$ cat src/rtl/mem_bus_arbiter_if.sv
// Shared bundle between the two bus masters, the arbiter and the RAM port.
// Handshake: a master holds i_mx_req until a cycle in which it also sees
// o_mx_gnt; that cycle (gnt && req at the rising edge) is one completed beat.
// A read beat returns o_mx_read_data with o_mx_rvalid high for exactly the
// following cycle.
interface mem_bus_arbiter_if;
    logic        i_m0_req;
    logic        i_m1_req;
    logic        i_m0_lock;
    logic        i_m1_lock;
    logic [31:0] i_m0_address;
    logic [31:0] i_m1_address;
    logic [31:0] i_m0_wr_data;
    logic [31:0] i_m1_wr_data;
    logic        i_m0_wr_enable;
    logic        i_m1_wr_enable;
    logic [2:0]  i_m0_write_length;
    logic [2:0]  i_m1_write_length;
    logic        o_m0_gnt;
    logic        o_m1_gnt;
    logic [31:0] o_m0_read_data;
    logic [31:0] o_m1_read_data;
    logic        o_m0_rvalid;
    logic        o_m1_rvalid;
    logic [31:0] o_mem_address;
    logic [31:0] o_mem_wr_data;
    logic        o_mem_wr_enable;
    logic [2:0]  o_mem_write_length;
    logic [31:0] i_mem_read_data;

    // Arbiter side: takes requests and RAM read data, drives grants and RAM.
    modport slave (
        input  i_m0_req, i_m1_req, i_m0_lock, i_m1_lock,
        input  i_m0_address, i_m1_address, i_m0_wr_data, i_m1_wr_data,
        input  i_m0_wr_enable, i_m1_wr_enable,
        input  i_m0_write_length, i_m1_write_length,
        input  i_mem_read_data,
        output o_m0_gnt, o_m1_gnt, o_m0_read_data, o_m1_read_data,
        output o_m0_rvalid, o_m1_rvalid,
        output o_mem_address, o_mem_wr_data, o_mem_wr_enable, o_mem_write_length
    );

    // Environment side: the masters plus the RAM read port.
    modport master (
        output i_m0_req, i_m1_req, i_m0_lock, i_m1_lock,
        output i_m0_address, i_m1_address, i_m0_wr_data, i_m1_wr_data,
        output i_m0_wr_enable, i_m1_wr_enable,
        output i_m0_write_length, i_m1_write_length,
        output i_mem_read_data,
        input  o_m0_gnt, o_m1_gnt, o_m0_read_data, o_m1_read_data,
        input  o_m0_rvalid, o_m1_rvalid,
        input  o_mem_address, o_mem_wr_data, o_mem_wr_enable, o_mem_write_length
    );
endinterface

$ cat src/rtl/mem_bus_arbiter.sv
// Two-master round-robin arbiter for the main-memory data bus with a bounded
// burst lock. Grants decode the registered owner state; the RAM-side signals
// are a combinational mux of the owner's request, forced to zero whenever no
// beat is in progress so a write can never leak out without gnt && req.
module mem_bus_arbiter #(
    parameter int unsigned MAX_BURST = 4
) (
    input  logic              clk,
    input  logic              i_reset_n,
    mem_bus_arbiter_if.slave  bus
);

    typedef enum logic [1:0] {
        ST_IDLE = 2'd0,
        ST_OWN0 = 2'd1,
        ST_OWN1 = 2'd2
    } state_t;

    localparam logic [4:0] MAX_BURST_W = 5'(MAX_BURST);

    state_t      state_q, state_d;
    logic        last_q, last_d;     // most recently served master
    logic [3:0]  beats_q, beats_d;   // beats completed in current ownership
    logic [31:0] m0_rdata_q, m0_rdata_d;
    logic [31:0] m1_rdata_q, m1_rdata_d;
    logic        m0_rvalid_q, m0_rvalid_d;
    logic        m1_rvalid_q, m1_rvalid_d;

    logic        m0_beat;
    logic        m1_beat;
    logic [3:0]  beats_inc;
    logic        burst_done;

    assign m0_beat = (state_q == ST_OWN0) && bus.i_m0_req;
    assign m1_beat = (state_q == ST_OWN1) && bus.i_m1_req;

    // Counter saturates so a long uncontended locked stream cannot wrap
    // and later hold the bus past the burst limit.
    assign beats_inc  = (beats_q == 4'hF) ? 4'hF : beats_q + 4'd1;
    assign burst_done = ({1'b0, beats_q} + 5'd1) >= MAX_BURST_W;

    assign bus.o_m0_gnt       = (state_q == ST_OWN0);
    assign bus.o_m1_gnt       = (state_q == ST_OWN1);
    assign bus.o_m0_read_data = m0_rdata_q;
    assign bus.o_m1_read_data = m1_rdata_q;
    assign bus.o_m0_rvalid    = m0_rvalid_q;
    assign bus.o_m1_rvalid    = m1_rvalid_q;

    // RAM-side mux: only the owner's active beat reaches the memory.
    always_comb begin
        bus.o_mem_address      = 32'd0;
        bus.o_mem_wr_data      = 32'd0;
        bus.o_mem_wr_enable    = 1'b0;
        bus.o_mem_write_length = 3'd0;
        if (m0_beat) begin
            bus.o_mem_address      = bus.i_m0_address;
            bus.o_mem_wr_data      = bus.i_m0_wr_data;
            bus.o_mem_wr_enable    = bus.i_m0_wr_enable;
            bus.o_mem_write_length = bus.i_m0_write_length;
        end else if (m1_beat) begin
            bus.o_mem_address      = bus.i_m1_address;
            bus.o_mem_wr_data      = bus.i_m1_wr_data;
            bus.o_mem_wr_enable    = bus.i_m1_wr_enable;
            bus.o_mem_write_length = bus.i_m1_write_length;
        end
    end

    // Ownership next-state: round-robin from IDLE, lock honoured up to the
    // burst limit, immediate handover when the owner withdraws.
    always_comb begin
        state_d = state_q;
        last_d  = last_q;
        beats_d = beats_q;
        case (state_q)
            ST_IDLE: begin
                beats_d = 4'd0;
                if (bus.i_m0_req && bus.i_m1_req) begin
                    state_d = last_q ? ST_OWN0 : ST_OWN1;
                end else if (bus.i_m0_req) begin
                    state_d = ST_OWN0;
                end else if (bus.i_m1_req) begin
                    state_d = ST_OWN1;
                end
            end
            ST_OWN0: begin
                if (bus.i_m0_req) begin
                    last_d = 1'b0;
                    if (bus.i_m1_req && (!bus.i_m0_lock || burst_done)) begin
                        state_d = ST_OWN1;
                        beats_d = 4'd0;
                    end else begin
                        beats_d = beats_inc;
                    end
                end else begin
                    beats_d = 4'd0;
                    state_d = bus.i_m1_req ? ST_OWN1 : ST_IDLE;
                end
            end
            ST_OWN1: begin
                if (bus.i_m1_req) begin
                    last_d = 1'b1;
                    if (bus.i_m0_req && (!bus.i_m1_lock || burst_done)) begin
                        state_d = ST_OWN0;
                        beats_d = 4'd0;
                    end else begin
                        beats_d = beats_inc;
                    end
                end else begin
                    beats_d = 4'd0;
                    state_d = bus.i_m0_req ? ST_OWN0 : ST_IDLE;
                end
            end
            default: begin
                state_d = ST_IDLE;
                beats_d = 4'd0;
            end
        endcase
    end

    // Read return: capture RAM data at the end of a read beat, strobe next cycle.
    always_comb begin
        m0_rdata_d  = m0_rdata_q;
        m1_rdata_d  = m1_rdata_q;
        m0_rvalid_d = m0_beat && !bus.i_m0_wr_enable;
        m1_rvalid_d = m1_beat && !bus.i_m1_wr_enable;
        if (m0_rvalid_d) begin
            m0_rdata_d = bus.i_mem_read_data;
        end
        if (m1_rvalid_d) begin
            m1_rdata_d = bus.i_mem_read_data;
        end
    end

    // State and read-return registers; reset drops any pending strobe.
    always_ff @(posedge clk or negedge i_reset_n) begin
        if (!i_reset_n) begin
            state_q     <= ST_IDLE;
            last_q      <= 1'b1;
            beats_q     <= 4'd0;
            m0_rdata_q  <= 32'd0;
            m1_rdata_q  <= 32'd0;
            m0_rvalid_q <= 1'b0;
            m1_rvalid_q <= 1'b0;
        end else begin
            state_q     <= state_d;
            last_q      <= last_d;
            beats_q     <= beats_d;
            m0_rdata_q  <= m0_rdata_d;
            m1_rdata_q  <= m1_rdata_d;
            m0_rvalid_q <= m0_rvalid_d;
            m1_rvalid_q <= m1_rvalid_d;
        end
    end

endmodule

$ cat src/flat_wrapper.sv
// flat-port wrapper written by rule: the top's interface ports become plain ports
module mem_bus_arbiter_flat 
#(
    parameter int unsigned MAX_BURST = 4
)
  (clk, i_reset_n, bus_i_m0_req, bus_i_m1_req, bus_i_m0_lock, bus_i_m1_lock, bus_i_m0_address, bus_i_m1_address, bus_i_m0_wr_data, bus_i_m1_wr_data, bus_i_m0_wr_enable, bus_i_m1_wr_enable, bus_i_m0_write_length, bus_i_m1_write_length, bus_i_mem_read_data, bus_o_m0_gnt, bus_o_m1_gnt, bus_o_m0_read_data, bus_o_m1_read_data, bus_o_m0_rvalid, bus_o_m1_rvalid, bus_o_mem_address, bus_o_mem_wr_data, bus_o_mem_wr_enable, bus_o_mem_write_length);
  mem_bus_arbiter_if bus_i ();
  input  logic clk;
  input  logic i_reset_n;
  input wire logic [$bits(bus_i.i_m0_req)-1:0] bus_i_m0_req;
  input wire logic [$bits(bus_i.i_m1_req)-1:0] bus_i_m1_req;
  input wire logic [$bits(bus_i.i_m0_lock)-1:0] bus_i_m0_lock;
  input wire logic [$bits(bus_i.i_m1_lock)-1:0] bus_i_m1_lock;
  input wire logic [$bits(bus_i.i_m0_address)-1:0] bus_i_m0_address;
  input wire logic [$bits(bus_i.i_m1_address)-1:0] bus_i_m1_address;
  input wire logic [$bits(bus_i.i_m0_wr_data)-1:0] bus_i_m0_wr_data;
  input wire logic [$bits(bus_i.i_m1_wr_data)-1:0] bus_i_m1_wr_data;
  input wire logic [$bits(bus_i.i_m0_wr_enable)-1:0] bus_i_m0_wr_enable;
  input wire logic [$bits(bus_i.i_m1_wr_enable)-1:0] bus_i_m1_wr_enable;
  input wire logic [$bits(bus_i.i_m0_write_length)-1:0] bus_i_m0_write_length;
  input wire logic [$bits(bus_i.i_m1_write_length)-1:0] bus_i_m1_write_length;
  input wire logic [$bits(bus_i.i_mem_read_data)-1:0] bus_i_mem_read_data;
  output wire logic [$bits(bus_i.o_m0_gnt)-1:0] bus_o_m0_gnt;
  output wire logic [$bits(bus_i.o_m1_gnt)-1:0] bus_o_m1_gnt;
  output wire logic [$bits(bus_i.o_m0_read_data)-1:0] bus_o_m0_read_data;
  output wire logic [$bits(bus_i.o_m1_read_data)-1:0] bus_o_m1_read_data;
  output wire logic [$bits(bus_i.o_m0_rvalid)-1:0] bus_o_m0_rvalid;
  output wire logic [$bits(bus_i.o_m1_rvalid)-1:0] bus_o_m1_rvalid;
  output wire logic [$bits(bus_i.o_mem_address)-1:0] bus_o_mem_address;
  output wire logic [$bits(bus_i.o_mem_wr_data)-1:0] bus_o_mem_wr_data;
  output wire logic [$bits(bus_i.o_mem_wr_enable)-1:0] bus_o_mem_wr_enable;
  output wire logic [$bits(bus_i.o_mem_write_length)-1:0] bus_o_mem_write_length;
  assign bus_i.i_m0_req = bus_i_m0_req;
  assign bus_i.i_m1_req = bus_i_m1_req;
  assign bus_i.i_m0_lock = bus_i_m0_lock;
  assign bus_i.i_m1_lock = bus_i_m1_lock;
  assign bus_i.i_m0_address = bus_i_m0_address;
  assign bus_i.i_m1_address = bus_i_m1_address;
  assign bus_i.i_m0_wr_data = bus_i_m0_wr_data;
  assign bus_i.i_m1_wr_data = bus_i_m1_wr_data;
  assign bus_i.i_m0_wr_enable = bus_i_m0_wr_enable;
  assign bus_i.i_m1_wr_enable = bus_i_m1_wr_enable;
  assign bus_i.i_m0_write_length = bus_i_m0_write_length;
  assign bus_i.i_m1_write_length = bus_i_m1_write_length;
  assign bus_i.i_mem_read_data = bus_i_mem_read_data;
  assign bus_o_m0_gnt = bus_i.o_m0_gnt;
  assign bus_o_m1_gnt = bus_i.o_m1_gnt;
  assign bus_o_m0_read_data = bus_i.o_m0_read_data;
  assign bus_o_m1_read_data = bus_i.o_m1_read_data;
  assign bus_o_m0_rvalid = bus_i.o_m0_rvalid;
  assign bus_o_m1_rvalid = bus_i.o_m1_rvalid;
  assign bus_o_mem_address = bus_i.o_mem_address;
  assign bus_o_mem_wr_data = bus_i.o_mem_wr_data;
  assign bus_o_mem_wr_enable = bus_i.o_mem_wr_enable;
  assign bus_o_mem_write_length = bus_i.o_mem_write_length;
  mem_bus_arbiter #(.MAX_BURST(MAX_BURST)) u_core (.clk(clk), .i_reset_n(i_reset_n), .bus(bus_i));
endmodule
$ cat config.mk
export PLATFORM = sky130hd
export DESIGN_NAME = mem_bus_arbiter_flat
export DESIGN_NICKNAME = d
export VERILOG_FILES = /design/src/rtl/mem_bus_arbiter_if.sv /design/src/rtl/mem_bus_arbiter.sv /design/src/flat_wrapper.sv
export SDC_FILE = /design/constraint.sdc
export NUM_CORES = 1
export LEC_CHECK = 0
export BUFFER_PORTS_ARGS = -buffer_cell sky130_fd_sc_hd__buf_2
export CAP_MARGIN = 20
export CORE_AREA = 10 10 112 114
export DETAILED_ROUTE_END_ITERATION = 10
export DIE_AREA = 0 0 122 124
export PLACE_DENSITY_LB_ADDON = 0.12
export SLEW_MARGIN = 15
export SYNTH_ARGS = -nofsm -noshare
export SYNTH_HDL_FRONTEND = slang
export SYNTH_SLANG_ARGS = --single-unit
$ cat constraint.sdc
create_clock -name clk -period 4.5 [get_ports clk]
set_clock_uncertainty 0.1 [all_clocks]
set_input_delay 0.225 -clock clk [delete_from_list [all_inputs] [get_ports clk]]
set_output_delay 0.225 -clock clk [all_outputs]
set_load 0.05 [all_outputs]
After elaboration in Yosys (flattened, before gate mapping)
Index checks and enable logic that the tools add are counted.
{"block": "word_totals", "reg_bits": 73, "output_inout_bits": 136, "input_bits": 174}
{"block": "classes", "muxes": 28, "n_reduce_logical": 17, "eq_ne": 8, "addsub": 2, "n_lt_le_gt_ge": 1}
{"cell": "$mux 32", "count": 4}
{"cell": "$mux 4", "count": 5}
{"cell": "$mux 2", "count": 9}
{"cell": "$pmux 4 s2", "count": 1}
{"cell": "$logic_and 1x1->1", "count": 7}
{"cell": "$mux 3", "count": 2}
{"cell": "$ne 3x2->1 const B", "count": 2}
{"cell": "$pmux 2 s3", "count": 1}
{"cell": "$reduce_and 3->1", "count": 2}
{"cell": "$add 4x1->5 const B", "count": 1}
{"cell": "$ge 5x3->1 const B", "count": 1}
{"cell": "$mux 1", "count": 5}
{"cell": "$add 4x1->4 const B", "count": 1}
{"cell": "$eq 4x4->1 const B", "count": 1}
{"cell": "$logic_not 1->1", "count": 4}
{"cell": "$ne 2x2->1 const B", "count": 2}
{"cell": "$ne 4x3->1 const B", "count": 1}
{"cell": "$eq 2x1->1 const B", "count": 1}
{"cell": "$eq 2x2->1 const B", "count": 1}
{"cell": "$logic_not 2->1", "count": 1}
{"cell": "$logic_or 1x1->1", "count": 2}
{"cell": "$pmux 1 s2", "count": 1}
{"cell": "$reduce_bool 2->1", "count": 1}

Logic depth before layout (Yosys ltp)
Gate-level depths: netlist of run 1.
{"block": "logic_depth", "word_depth": 7, "depth_mapped": 10, "mapped_depth_nobuf": 7}

Least setup slack after synthesis of run 1
No wires, ideal clock.
{"block": "synth_path", "path_type": "register -> output", "start": "register u_core.state_q[1]", "end": "output port bus_o_mem_address[10]", "path_slack_ns": 2.092, "stages_incl_launch_ff": 7, "path_buffers": 2, "arrival_ns": 2.083, "path_cell_list": "dfrtp_1 -> inv_1 -> ha_1 -> and2_4 -> buf_6 -> clkbuf_1 -> a22o_1"}
{"block": "synth_via", "word_cells_on_any_way": 6, "classes_between": "eq/ne (2); mux (2); reduce/logical (2)"}
{"element": "from (decl)", "line": "mem_bus_arbiter.sv:21", "rtl": "state_t state_q, state_d;"}
{"element": "from (signal assigned)", "line": "mem_bus_arbiter.sv:145", "rtl": "state_q <= state_d;"}
{"element": "$eq 2x1->1"}
{"element": "named net bus_o_m0_gnt", "line": "flat_wrapper.sv:23", "rtl": "output wire logic [$bits(bus_i.o_m0_gnt)-1:0] bus_o_m0_gnt;"}
{"element": "$logic_and 1x1->1", "line": "mem_bus_arbiter.sv:34", "rtl": "assign m0_beat = (state_q == ST_OWN0) && bus.i_m0_req;"}
{"element": "$mux 32", "line": "mem_bus_arbiter.sv:55", "rtl": "if (m0_beat) begin"}
{"element": "to (decl)", "line": "flat_wrapper.sv:29", "rtl": "output wire logic [$bits(bus_i.o_mem_address)-1:0] bus_o_mem_address;"}
The timed path passes the listed nets, and every way through them passes these cells.

Final worst setup path of run 1
{"block": "layout_path", "start": "register u_core.state_q[1]", "end": "output port bus_o_mem_address[23]"}
{"block": "layout_via", "elab_chain_cells": 4, "word_cells_on_any_way": 6, "classes_between": "eq/ne (2); mux (2); reduce/logical (2)"}
{"element": "$eq 2x2->1", "line": "mem_bus_arbiter.sv:35", "rtl": "assign m1_beat = (state_q == ST_OWN1) && bus.i_m1_req;"}
{"element": "$logic_and 1x1->1", "line": "mem_bus_arbiter.sv:35"}
{"element": "$mux 32", "line": "mem_bus_arbiter.sv:60", "rtl": "end else if (m1_beat) begin"}
{"element": "$mux 32 (*)", "line": "mem_bus_arbiter.sv:55"}
Mark *: on every way between the ends. The rest lies on a longest branch, timed or not.

==> qor.txt, run 1 <==
SYNTH
--------------------------------------------------------------------------------------
Total of warnings raised by yosys .......................................            0
Total nets after synthesis ..............................................          598
Distinct cell type count of the synthesized netlist .....................           32
Cell count after synthesis ..............................................          418
Part of the Yosys area used for sequential elements .....................       48.65%
Area of the mapped netlist ..............................................     3757 um2
Ys async rst share ......................................................       100.0%
Number of enable-type register cells in the synthesized netlist .........            0
Number of storage elements in the synthesis netlist .....................           73
Syn avg cell area .......................................................    8.989 um2
Top flip-flop cell by instance count after synthesis .................... sky130_fd_sc_hd__dfrtp_1

ROUTING
--------------------------------------------------------------------------------------
Count of vias placed by the detailed router .............................         4200
Number of detailed-routing iterations run before antenna repair .........            4
Drt drc .................................................................            0
Antenna Nets Post-Route .................................................            0
Initial detailed-routing violation count ................................          325
Via-per-instance ratio ..................................................        4.757
Final wirelength ........................................................     17650 um
Routed wire per std cell ................................................     19.99 um

SETUP PATH
--------------------------------------------------------------------------------------
Crit path max-delay cell type ........................................... sky130_fd_sc_hd__nor2_4
Worst setup SP type .....................................................     register
Worst Path Buf+Inv ......................................................            3
Category of the most critical setup path ................................ register to primary output
CP max stage delay ......................................................       910 ps
Arrival time reported for the critical path endpoint ....................      3120 ps
Chain of cells forming the critical path ................................ inv_1 -> ha_1 -> and2_4 -> nor2_4 -> buf_4 -> a22o_1 -> buf_2
Largest driver fanout on the critical path ..............................           70
CP top delay family ..................................................... simple AND/OR/NAND/NOR gates
Required time of the critical path ......................................      4180 ps
Critical path endpoint category ......................................... primary output

PLACEMENT
--------------------------------------------------------------------------------------
Port Buf Inserts ........................................................          309
Total placed cells including tap cells ..................................          836
Last weighted congestion value of the routability-driven placer .........       0.9481
Placed cell areas .......................................................     5271 um2
Half-perimeter wire length after placement ..............................     14130 um

CLOCK NETWORK
--------------------------------------------------------------------------------------
Clock H-tree levels .....................................................            3
Number of cells upsized or downsized after cts ..........................            0
Clock Sinks .............................................................           73
Clock root cell ......................................................... sky130_fd_sc_hd__clkbuf_8
Worst-skew pair later-pin latency .......................................       340 ps
Inserted Clock Buffers ..................................................            9
CTS tree ................................................................        built
Clock slew at the register clock pins of the worst setup and hold paths .        80 ps
Number of buffers between clock root and the deepest sink ...............            2

TIMING
--------------------------------------------------------------------------------------
Worst slew margin relative to its limit .................................       28.64%
Setup TNS Final .........................................................         0 ps
Number of slew-limit violations in the final report .....................            0
Post-route worst hold slack .............................................     20.61 ps
Setup repair after global routing missed its margin .....................        false
Final critical-path share of the clock period ...........................       76.66%
Minimum clock period after layout .......................................      3450 ps
Endpoints failing hold ..................................................            0
Total setup violations reported at the end of the flow ..................            0
Pin slew with the least headroom to its limit ...........................      1068 ps
Maximum clock rate ......................................................    289.9 MHz

POWER AND IR DROP
--------------------------------------------------------------------------------------
Total net switching power ...............................................      2619 uW
Internal power ..........................................................      1854 uW
Clock power share .......................................................        11.3%
Standby leakage power ...................................................  0.003446 uW
PD cells ................................................................ 776.1 nW/um2
Fraction of power spent switching nets ..................................       58.56%
Worst voltage drop across the vdd grid ..................................    0.4312 mV
Seq pwr share ...........................................................        24.8%
Combinational group share of total power ................................        64.0%

GLOBAL ROUTING
--------------------------------------------------------------------------------------
Vias in the first global route ..........................................         4386
Total Routing Usage GR ..................................................       22.29%
Initial antenna violation count .........................................            2
Wire length of the first global-routing pass ............................     25950 um
Congestion Overflow GR ..................................................            0
Largest net degree at the start of global routing .......................           74

FINISH
--------------------------------------------------------------------------------------
Utilization after layout ................................................       56.33%
Number of nets at the end of the flow ...................................          920
Final instance count without filler cells ...............................          883
Finished Cell Area ......................................................     5763 um2
Relative area change from synthesis to final layout .....................       53.38%
Share of cells above drive strength 1 ...................................       45.64%

JOB
--------------------------------------------------------------------------------------
Max-cap violation count .................................................            0

FLOORPLAN
--------------------------------------------------------------------------------------
Std cell rows ...........................................................           37
Core Footprint ..........................................................    10230 um2
Number of top-level design ports ........................................          310
DIE WIDTH ...............................................................       122 um
Die area ................................................................    15130 um2
Vert. Die Dim ...........................................................       124 um
Initial Util ............................................................       36.72%

RUN STATUS
--------------------------------------------------------------------------------------
Run status .............................................................. finished clean

WORST HOLD PATH
--------------------------------------------------------------------------------------
Path category of the worst min-delay check .............................. primary input to register

[power by group through the flow]
stage               registers (uW)  clock network (uW)  logic, uW
CTS                           1100                 519       2890
finish                        1110                 505       2860
detailed placement            1120                   0       2860
global route                  1140                 555       3040
floorplan                     2100                   0       1170
global placement              1100                   0       2840
[Yosys cell counts (2+ instances only)]
library cell                 n  share of area (%)
sky130_fd_sc_hd__nand2_1   196                 20
sky130_fd_sc_hd__dfrtp_1    72                 48
sky130_fd_sc_hd__a22o_1     69                 16
sky130_fd_sc_hd__buf_6      12                3.6
sky130_fd_sc_hd__buf_2      11                1.5
sky130_fd_sc_hd__a21oi_1     8                1.1
sky130_fd_sc_hd__ha_1        6                2.0
sky130_fd_sc_hd__nand2b_1    5               0.83
sky130_fd_sc_hd__buf_4       4               0.80
sky130_fd_sc_hd__clkbuf_1    4               0.40
sky130_fd_sc_hd__inv_1       4               0.40
sky130_fd_sc_hd__o21ai_0     3               0.40
sky130_fd_sc_hd__a31oi_1     2               0.33
sky130_fd_sc_hd__mux2_2      2               0.60
sky130_fd_sc_hd__nand2_2     2               0.33
sky130_fd_sc_hd__o211ai_1    2               0.40
[per-stage QoR]
| step | worst slack [ps] | power [uW] |
|---|---|---|
| 6_report | 1050 | 4473 |
| 5_1_grt | 808.1 | 4742 |
| 4_1_cts | 1027 | 4512 |
| 3_5_place_dp | 1407 | 3979 |
| 3_3_place_gp | 1506 | 3944 |
| 2_1_floorplan | 2092 | 3262 |
[cell type report]
| cell class | count | area [um2] |
|---|---|---|
| fillers | 979 | 4468 |
| flip-flops and latches | 73 | 1828 |
| diodes | 2 | 5.005 |
| inverters | 6 | 26.28 |
| repair buffers | 342 | 1869 |
| clock inverters | 6 | 68.82 |
| clock buffers | 10 | 127.6 |
| well taps | 136 | 170.2 |
| multi-input cells | 308 | 1668 |
[placed cells by master (no fill, tap or decap), types with 3 or more instances in the layout]
cell type / n
sky130_fd_sc_hd__a22o_1: 69
sky130_fd_sc_hd__nand2b_1: 5
sky130_fd_sc_hd__dfrtp_1: 72
sky130_fd_sc_hd__nand2_1: 196
sky130_fd_sc_hd__clkbuf_8: 9
sky130_fd_sc_hd__buf_2: 308
sky130_fd_sc_hd__buf_4: 5
sky130_fd_sc_hd__clkinv_4: 3
sky130_fd_sc_hd__o21ai_0: 3
sky130_fd_sc_hd__a21oi_1: 8
sky130_fd_sc_hd__ha_1: 6
sky130_fd_sc_hd__dlygate4sd3_1: 29
sky130_fd_sc_hd__inv_1: 4
[worst min-delay path: cells and delay by family]
| family | cells | cell delay [ps] |
|---|---|---|
| and+or+nand+nor | 2 | 100 |
| buffers and inverters | 1 | 110 |
[registers in the layout, indices dropped and copies added (netlist names)]
signal,flops
u_core.beats_q,4
u_core.bus.o_m1_rvalid,1
u_core.bus.o_m0_rvalid,1
u_core.bus.o_m0_read_data,32
u_core.bus.o_m1_read_data,32
u_core.state_q,2
u_core.last_q,1
[final timing paths]
path                                               start                            end  slack [ps]  cells after the start
min                              bus_i_mem_read_data[27]  u_core.bus.o_m1_read_data[27]          20                      3
min in group asynchronous                      i_reset_n  u_core.bus.o_m1_read_data[29]         470                      2
min reg2reg                u_core.bus.o_m1_read_data[19]  u_core.bus.o_m1_read_data[19]         370                      2
max in group asynchronous                      i_reset_n              u_core.beats_q[3]        3240                      2
max reg2reg                            u_core.state_q[1]   u_core.bus.o_m0_read_data[6]        1630                      7
max                                    u_core.state_q[1]          bus_o_mem_address[23]        1050                      7
[cell families after synthesis]
kind of cell / count (synthesis) / share of synthesized area [%]
AOI/OAI and AO/OA: 87 / 19.21
muxes: 3 / 0.8658
adders and majority gates: 6 / 1.998
and+or+nand+nor: 212 / 22.31
buffers and inverters: 37 / 6.959
DFF: 73 / 48.65
[what timing repair did]
item / in CTS / in global routing
buffers inserted: 0 / 0
endpoints found under the setup margin: 0 / 0
endpoints found under the hold margin: 124 / 0
hold buffers: 29 / 0
[metal layers]
layer | global-route usage, % | wire length, um | vias up
met5 | 0 | 0 | -
met4 | 5.216 | 146 | 0
met3 | 11.76 | 2231 | 12
met2 | 38.96 | 8945 | 189
met1 | 23.23 | 6329 | 1952
li1 | - | - | 2047
Power figures use the tool's default switching activity.
==> run 2, diff against run 1 <==
CORE_AREA = 10 10 113 115   (was 10 10 112 114)
DIE_AREA = 0 0 123 125   (was 0 0 122 124)
clock period = 3.3 ns   (was 4.5 ns; I/O delays follow)
==> qor.txt, run 2 (synthesis results as in run 1) <==
GLOBAL ROUTING
--------------------------------------------------------------------------------------
Largest net degree at the start of global routing .......................           69   was 74
Congestion Overflow GR ..................................................            0   unchanged
Total Routing Usage GR ..................................................       22.43%   was 22.29%
Global-route track usage on met3 ........................................       11.52%   was 11.76%
Global-route met1 utilization ...........................................       23.88%   was 23.23%
GR peak layer ...........................................................         met2   unchanged
Met2 GRT Util ...........................................................       37.28%   was 38.96%
Initial antenna violation count .........................................            4   was 2
Vias in the first global route ..........................................         4491   was 4386
Wire length of the first global-routing pass ............................     26570 um   was 25950 um

TIMING
--------------------------------------------------------------------------------------
Endpoints failing hold ..................................................            0   unchanged
Maximum clock rate ......................................................    371.5 MHz
Minimum clock period after layout .......................................      2692 ps
Post-route worst hold slack .............................................     95.50 ps   was 20.61 ps
Final critical-path share of the clock period ...........................       81.56%
Number of slew-limit violations in the final report .....................            0   unchanged
Total setup violations reported at the end of the flow ..................            0   unchanged
Setup TNS Final .........................................................         0 ps   unchanged
Pin slew with the least headroom to its limit ...........................     723.5 ps   was 1068 ps
Setup repair after global routing missed its margin .....................        false   unchanged
Setup ws final ..........................................................     608.5 ps   was 1050 ps
Worst slew margin relative to its limit .................................       51.77%   was 28.64%

CLOCK NETWORK
--------------------------------------------------------------------------------------
Number of buffers between clock root and the deepest sink ...............            2   unchanged
Clock Sinks .............................................................           73   unchanged
Worst-skew pair later-pin latency .......................................       340 ps   about the same
Clock H-tree levels .....................................................            3   unchanged
Clock slew at the register clock pins of the worst setup and hold paths .        80 ps   about the same
Number of cells upsized or downsized after cts ..........................            0   unchanged
Clock root cell ......................................................... sky130_fd_sc_hd__clkbuf_8   unchanged
Inserted Clock Buffers ..................................................            9   unchanged
Hold_buf cts ............................................................           33   was 29
Buffer count from post-CTS setup fixing .................................            0   unchanged
CTS tree ................................................................        built   unchanged

PLACEMENT
--------------------------------------------------------------------------------------
Last weighted congestion value of the routability-driven placer .........       0.9510   was 0.9481
Port Buf Inserts ........................................................          309   unchanged
Setup Slack @ Placement .................................................     995.6 ps   was 1407 ps
Half-perimeter wire length after placement ..............................     14680 um   was 14130 um
Total placed cells including tap cells ..................................          843   was 836
Placed cell areas .......................................................     5309 um2   was 5271 um2

FLOORPLAN
--------------------------------------------------------------------------------------
Die area ................................................................    15380 um2   was 15130 um2
DIE WIDTH ...............................................................       123 um   was 122 um
Number of top-level design ports ........................................          310   unchanged
Vert. Die Dim ...........................................................       125 um   was 124 um
Core Footprint ..........................................................    10600 um2   was 10230 um2
Initial Util ............................................................       35.44%   was 36.72%
Std cell rows ...........................................................           38   was 37

POWER AND IR DROP
--------------------------------------------------------------------------------------
PD cells ................................................................  1048 nW/um2   was 776.1 nW/um2
Clock power share .......................................................        11.4%   was 11.3%
Combinational group share of total power ................................        63.9%   was 64.0%
Total net switching power ...............................................      3583 uW   was 2619 uW
Fraction of power spent switching nets ..................................       58.52%   was 58.56%
Standby leakage power ...................................................  0.003475 uW   was 0.003446 uW
Worst voltage drop across the vdd grid ..................................    0.5455 mV   was 0.4312 mV
Seq pwr share ...........................................................        24.7%   was 24.8%
Internal power ..........................................................      2540 uW   was 1854 uW

ROUTING
--------------------------------------------------------------------------------------
Count of vias placed by the detailed router .............................         4309   was 4200
Antenna Nets Post-Route .................................................            0   unchanged
Initial detailed-routing violation count ................................          249   was 325
Number of detailed-routing iterations run before antenna repair .........            5   was 4
Drt drc .................................................................            0   unchanged
Routed wire per std cell ................................................     20.37 um   was 19.99 um
Final wirelength ........................................................     18250 um   was 17650 um
Via-per-instance ratio ..................................................        4.809   was 4.757

SETUP PATH
--------------------------------------------------------------------------------------
Critical path endpoint category ......................................... primary output   unchanged
Arrival time reported for the critical path endpoint ....................      2430 ps   was 3120 ps
Worst setup SP type .....................................................     register   unchanged
Largest driver fanout on the critical path ..............................           45   was 70
Required time of the critical path ......................................      3030 ps   was 4180 ps
Worst reg2reg path depth ................................................            7   unchanged
Category of the most critical setup path ................................ register to primary output   unchanged

WORST HOLD PATH
--------------------------------------------------------------------------------------
Path category of the worst min-delay check .............................. primary input to register   unchanged
Worst hold stages .......................................................            3   unchanged

FINISH
--------------------------------------------------------------------------------------
Finished Cell Area ......................................................     5844 um2   was 5763 um2
Relative area change from synthesis to final layout .....................       55.54%   was 53.38%
Share of cells above drive strength 1 ...................................       45.61%   was 45.64%
Number of nets at the end of the flow ...................................          927   was 920
Final instance count without filler cells ...............................          896   was 883
Commonest non-fill, non-tap cell in the layout .......................... sky130_fd_sc_hd__buf_2   unchanged
Commonest cells after routing, fill and taps aside ...................... 309 x sky130_fd_sc_hd__buf_2, 196 x sky130_fd_sc_hd__nand2_1, 72 x sky130_fd_sc_hd__dfrtp_1, 69 x sky130_fd_sc_hd__a22o_1, 33 x sky130_fd_sc_hd__dlygate4sd3_1   was 308 x sky130_fd_sc_hd__buf_2, 196 x sky130_fd_sc_hd__nand2_1, 72 x sky130_fd_sc_hd__dfrtp_1, 69 x sky130_fd_sc_hd__a22o_1, 29 x sky130_fd_sc_hd__dlygate4sd3_1
Filler instances ........................................................          999   was 979

RUN STATUS
--------------------------------------------------------------------------------------
Run status .............................................................. finished clean   unchanged

JOB
--------------------------------------------------------------------------------------
Max-cap violation count .................................................            0   unchanged

[run 2: cell count changes in the layout (fill, tap and decap cells not counted), sizes merged]
cell and change:
diode +2, buf +3, clkinvlp +1, clkinv -2, dlygate4sd3 +4, inv +1
[run 2: final timing paths]
check | startpoint | endpoint | slack (ps)
setup / recovery | u_core.state_q[1] | bus_o_mem_wr_data[23] | 610
hold / removal | bus_i_m1_req | u_core.last_q | 100
setup reg to reg | u_core.state_q[1] | u_core.bus.o_m0_read_data[6] | 1140
hold reg to reg | u_core.bus.o_m1_read_data[6] | u_core.bus.o_m1_read_data[6] | 370
max in group asynchronous | i_reset_n | u_core.last_q | 1880
min in group asynchronous | i_reset_n | u_core.bus.o_m1_read_data[20] | 310
[run 2: critical path, cell delays in order (launching register included)]
cell	delay [ps]
sky130_fd_sc_hd__dfrtp_1	420
sky130_fd_sc_hd__inv_1	90
sky130_fd_sc_hd__ha_1	220
sky130_fd_sc_hd__and2_4	490
sky130_fd_sc_hd__buf_4	380
sky130_fd_sc_hd__a22o_1	200
sky130_fd_sc_hd__buf_2	270
[run 2: power by group through the flow]
stage | clock network (uW) | logic [uW] | registers, uW
floorplan | 0 | 1590 | 2860
global placement | 0 | 3880 | 1510
detailed placement | 0 | 3910 | 1530
CTS | 713 | 3950 | 1510
global route | 757 | 4140 | 1560
finish | 696 | 3910 | 1510
[run 2: routing by layer]
layer,part of all wire [%],wire (um),vias up
li1,-,-,2063
met1,36,6605,2007
met2,49,8986,217
met3,12,2255,22
met4,2.2,402,0
met5,0,0,-
[run 2: area by class of cell]
cell class	count	area (um2)	share of cell area, %
clock inverter	6	67.56	1.156
sequential	73	1828	31.28
timing repair buffer	349	1942	33.23
inverter	6	26.28	0.4496
multi-input combinational	308	1668	28.54
antenna	4	10.01	0.1713
tap	140	175.2	2.997
clock buffer	10	127.6	2.184
[run 2: metrics by stage]
step / utilization, % / total power, uW
2_1_floorplan: - / 4448
3_3_place_gp: 50.07 / 5395
3_5_place_dp: 50.07 / 5434
4_1_cts: 55.03 / 6174
5_1_grt: 55.12 / 6462
6_report: 55.12 / 6123
==> run 3, diff against run 2 <==
CORE_AREA = not set   (was 10 10 113 115)
CORE_MARGIN = 10   (was not set)
CORE_UTILIZATION = 35   (was not set)
DIE_AREA = not set   (was 0 0 123 125)
clock period = 2.2 ns   (was 3.3 ns; I/O delays follow)
==> qor.txt, run 3 (synthesis results as in run 1) <==
GLOBAL ROUTING
--------------------------------------------------------------------------------------
Met2 GRT Util ...........................................................       36.46%   was 37.28%
Total Routing Usage GR ..................................................       22.12%   was 22.43%
GR peak layer ...........................................................         met2   unchanged
Initial antenna violation count .........................................            1   was 4
Congestion Overflow GR ..................................................            0   unchanged
Global-route track usage on met3 ........................................       9.910%   was 11.52%
Wire length of the first global-routing pass ............................     26280 um   was 26570 um
Global-route met1 utilization ...........................................       25.21%   was 23.88%
Vias in the first global route ..........................................         4633   was 4491
Largest net degree at the start of global routing .......................           74   was 69

FINISH
--------------------------------------------------------------------------------------
Commonest non-fill, non-tap cell in the layout .......................... sky130_fd_sc_hd__buf_2   unchanged
Number of nets at the end of the flow ...................................          932   was 927
Share of cells above drive strength 1 ...................................       47.95%   was 45.61%
Commonest cells after routing, fill and taps aside ...................... 240 x sky130_fd_sc_hd__buf_2, 196 x sky130_fd_sc_hd__nand2_1, 71 x sky130_fd_sc_hd__dfrtp_1, 59 x sky130_fd_sc_hd__a22o_1, 41 x sky130_fd_sc_hd__buf_6   was 309 x sky130_fd_sc_hd__buf_2, 196 x sky130_fd_sc_hd__nand2_1, 72 x sky130_fd_sc_hd__dfrtp_1, 69 x sky130_fd_sc_hd__a22o_1, 33 x sky130_fd_sc_hd__dlygate4sd3_1
Relative area change from synthesis to final layout .....................       74.92%   was 55.54%
Finished Cell Area ......................................................     6573 um2   was 5844 um2

CLOCK NETWORK
--------------------------------------------------------------------------------------
Inserted Clock Buffers ..................................................            9   unchanged
Clock Sinks .............................................................           73   unchanged
Clock root cell ......................................................... sky130_fd_sc_hd__clkbuf_8   unchanged
Worst-skew pair later-pin latency .......................................       320 ps   was 340 ps
Number of buffers between clock root and the deepest sink ...............            2   unchanged
Clock slew at the register clock pins of the worst setup and hold paths .        70 ps   was 80 ps
CTS tree ................................................................        built   unchanged
Clock H-tree levels .....................................................            3   unchanged

SETUP PATH
--------------------------------------------------------------------------------------
Register-to-register setup slack ........................................       330 ps   was 1140 ps
RR Startpoint ........................................................... u_core.state_q[1]   unchanged
Critical register-to-register path endpoint ............................. u_core.bus.o_m1_read_data[24]   was u_core.bus.o_m0_read_data[6]
CP max stage delay ......................................................       440 ps   was 490 ps
Worst Path Buf+Inv ......................................................            3   unchanged
CP top delay family ..................................................... buffers and inverters   unchanged
Arrival time reported for the critical path endpoint ....................      1930 ps   was 2430 ps
Chain of cells forming the critical path ................................ ha_4 -> and2_4 -> nor2_4 -> buf_12 -> buf_16 -> a22o_1 -> buf_6   was inv_1 -> ha_1 -> and2_4 -> buf_4 -> a22o_1 -> buf_2
Critical Path Source .................................................... u_core.state_q[0]   was u_core.state_q[1]
Worst reg2reg path depth ................................................            7   unchanged
Largest driver fanout on the critical path ..............................           17   was 45
End point of the critical path .......................................... bus_o_mem_address[26]   was bus_o_mem_wr_data[23]
Required time of the critical path ......................................      1990 ps   was 3030 ps
WP depth ................................................................            7   was 6
Crit path max-delay cell type ........................................... sky130_fd_sc_hd__dfrtp_2   was sky130_fd_sc_hd__and2_4
Worst setup SP type .....................................................     register   unchanged
Category of the most critical setup path ................................ register to primary output   unchanged
Critical path endpoint category ......................................... primary output   unchanged

PLACEMENT
--------------------------------------------------------------------------------------
Placed cell areas .......................................................     5436 um2   was 5309 um2
Last weighted congestion value of the routability-driven placer .........       0.8590   was 0.9510
Port Buf Inserts ........................................................          309   unchanged
Half-perimeter wire length after placement ..............................     13350 um   was 14680 um

ROUTING
--------------------------------------------------------------------------------------
Drt drc .................................................................            0   unchanged
Final wirelength ........................................................     17870 um   was 18250 um
Antenna Nets Post-Route .................................................            0   unchanged
Number of detailed-routing iterations run before antenna repair .........            4   was 5
Initial detailed-routing violation count ................................          315   was 249
Routed wire per std cell ................................................     19.98 um   was 20.37 um
Via-per-instance ratio ..................................................        4.914   was 4.809
Count of vias placed by the detailed router .............................         4393   was 4309

POWER AND IR DROP
--------------------------------------------------------------------------------------
Worst voltage drop across the vdd grid ..................................     1.108 mV   was 0.5455 mV
PD cells ................................................................  1549 nW/um2   was 1048 nW/um2
Tot Pwr .................................................................     10180 uW   was 6123 uW
Standby leakage power ...................................................  0.003679 uW   was 0.003475 uW

FLOORPLAN
--------------------------------------------------------------------------------------
Number of top-level design ports ........................................          310   unchanged
Vert. Die Dim ...........................................................     123.6 um   was 125 um
Initial Util ............................................................       36.23%   was 35.44%
Die area ................................................................    15280 um2   was 15380 um2
DIE WIDTH ...............................................................     123.6 um   was 123 um
Core Footprint ..........................................................    10370 um2   was 10600 um2
Std cell rows ...........................................................           37   was 38

TIMING
--------------------------------------------------------------------------------------
Setup repair after global routing missed its margin .....................         true   was false
Setup TNS Final .........................................................         0 ps   unchanged
Total setup violations reported at the end of the flow ..................            0   unchanged
Maximum clock rate ......................................................    467.0 MHz
Pin slew with the least headroom to its limit ...........................     887.1 ps   was 723.5 ps
Final critical-path share of the clock period ...........................       97.33%
Worst slew margin relative to its limit .................................       40.86%   was 51.77%
Minimum clock period after layout .......................................      2141 ps
Endpoints failing hold ..................................................            0   unchanged
Number of slew-limit violations in the final report .....................            0   unchanged

JOB
--------------------------------------------------------------------------------------
Max-cap violation count .................................................            0   unchanged

WORST HOLD PATH
--------------------------------------------------------------------------------------
Path category of the worst min-delay check .............................. primary input to register   unchanged

RUN STATUS
--------------------------------------------------------------------------------------
Run status .............................................................. finished clean   unchanged

==> run 3: worst min path at each step <==
stage,from,endpoint,depth (start not counted)
after detailed placement,i_reset_n,u_core.state_q[1],1
after global routing,bus_i_m1_req,u_core.last_q,3
after CTS,bus_i_m1_req,u_core.last_q,3
after global placement,i_reset_n,u_core.bus.o_m1_read_data[3],1
after floorplan,i_reset_n,u_core.beats_q[0],0
final,bus_i_m1_req,u_core.last_q,3
==> run 3: area by class of cell <==
cell class              count  area [um2]
inverters                   6       26.28
multi-input cells         308        1780
flip-flops and latches     73        1829
diodes                      1       2.502
fillers                   863        3797
clock inverters             6       115.1
clock buffers              10       127.6
well taps                 136       170.2
repair buffers            354        2521
==> run 3: metrics by stage <==
step | util (%) | std cells | worst slack, ps | hold slack, ps
2_1_floorplan | - | 418 | 88.25 | -285.6
6_report | 63.38 | 894 | 58.80 | 43.52
3_3_place_gp | 52.43 | 836 | 291.4 | 207.3
3_5_place_dp | 52.43 | 836 | 247.9 | 205.2
5_1_grt | 63.38 | 894 | -28.24 | 53.00
4_1_cts | 61.99 | 892 | 44.14 | 16.51
==> run 3: repair_timing <==
action | in CTS | in global routing
gates resized for setup | 89 | 29
setup buffers | 4 | 0
pin swaps | 2 | 6
hold endpoints to repair | 136 | 0
hold buffers | 33 | 0
setup endpoints to repair | 68 | 61
cloned | 3 | 1
==> run 3: worst register-to-register path, delay by kind of cell (launching register included) <==
family | cells | cell delay, ps
simple gates | 4 | 520
buf+inv | 2 | 560
fa+ha+maj | 1 | 170
flops | 1 | 390
==> run 3: per-layer routing <==
layer  up-vias  routed length (um)
li1       2070                   -
met1      2061                6737
met2       233                8620
met3        29                2085
met4         0                 422
met5         -                   0
==> run 3: power breakdown <==
group / leakage (uW) / switching [uW] / total [uW] / internal [uW]
Clock: 0.000117 / 502 / 1260 / 760
Sequential: 0.000918 / 338 / 2290 / 1950
Combinational: 0.00264 / 4700 / 6630 / 1930
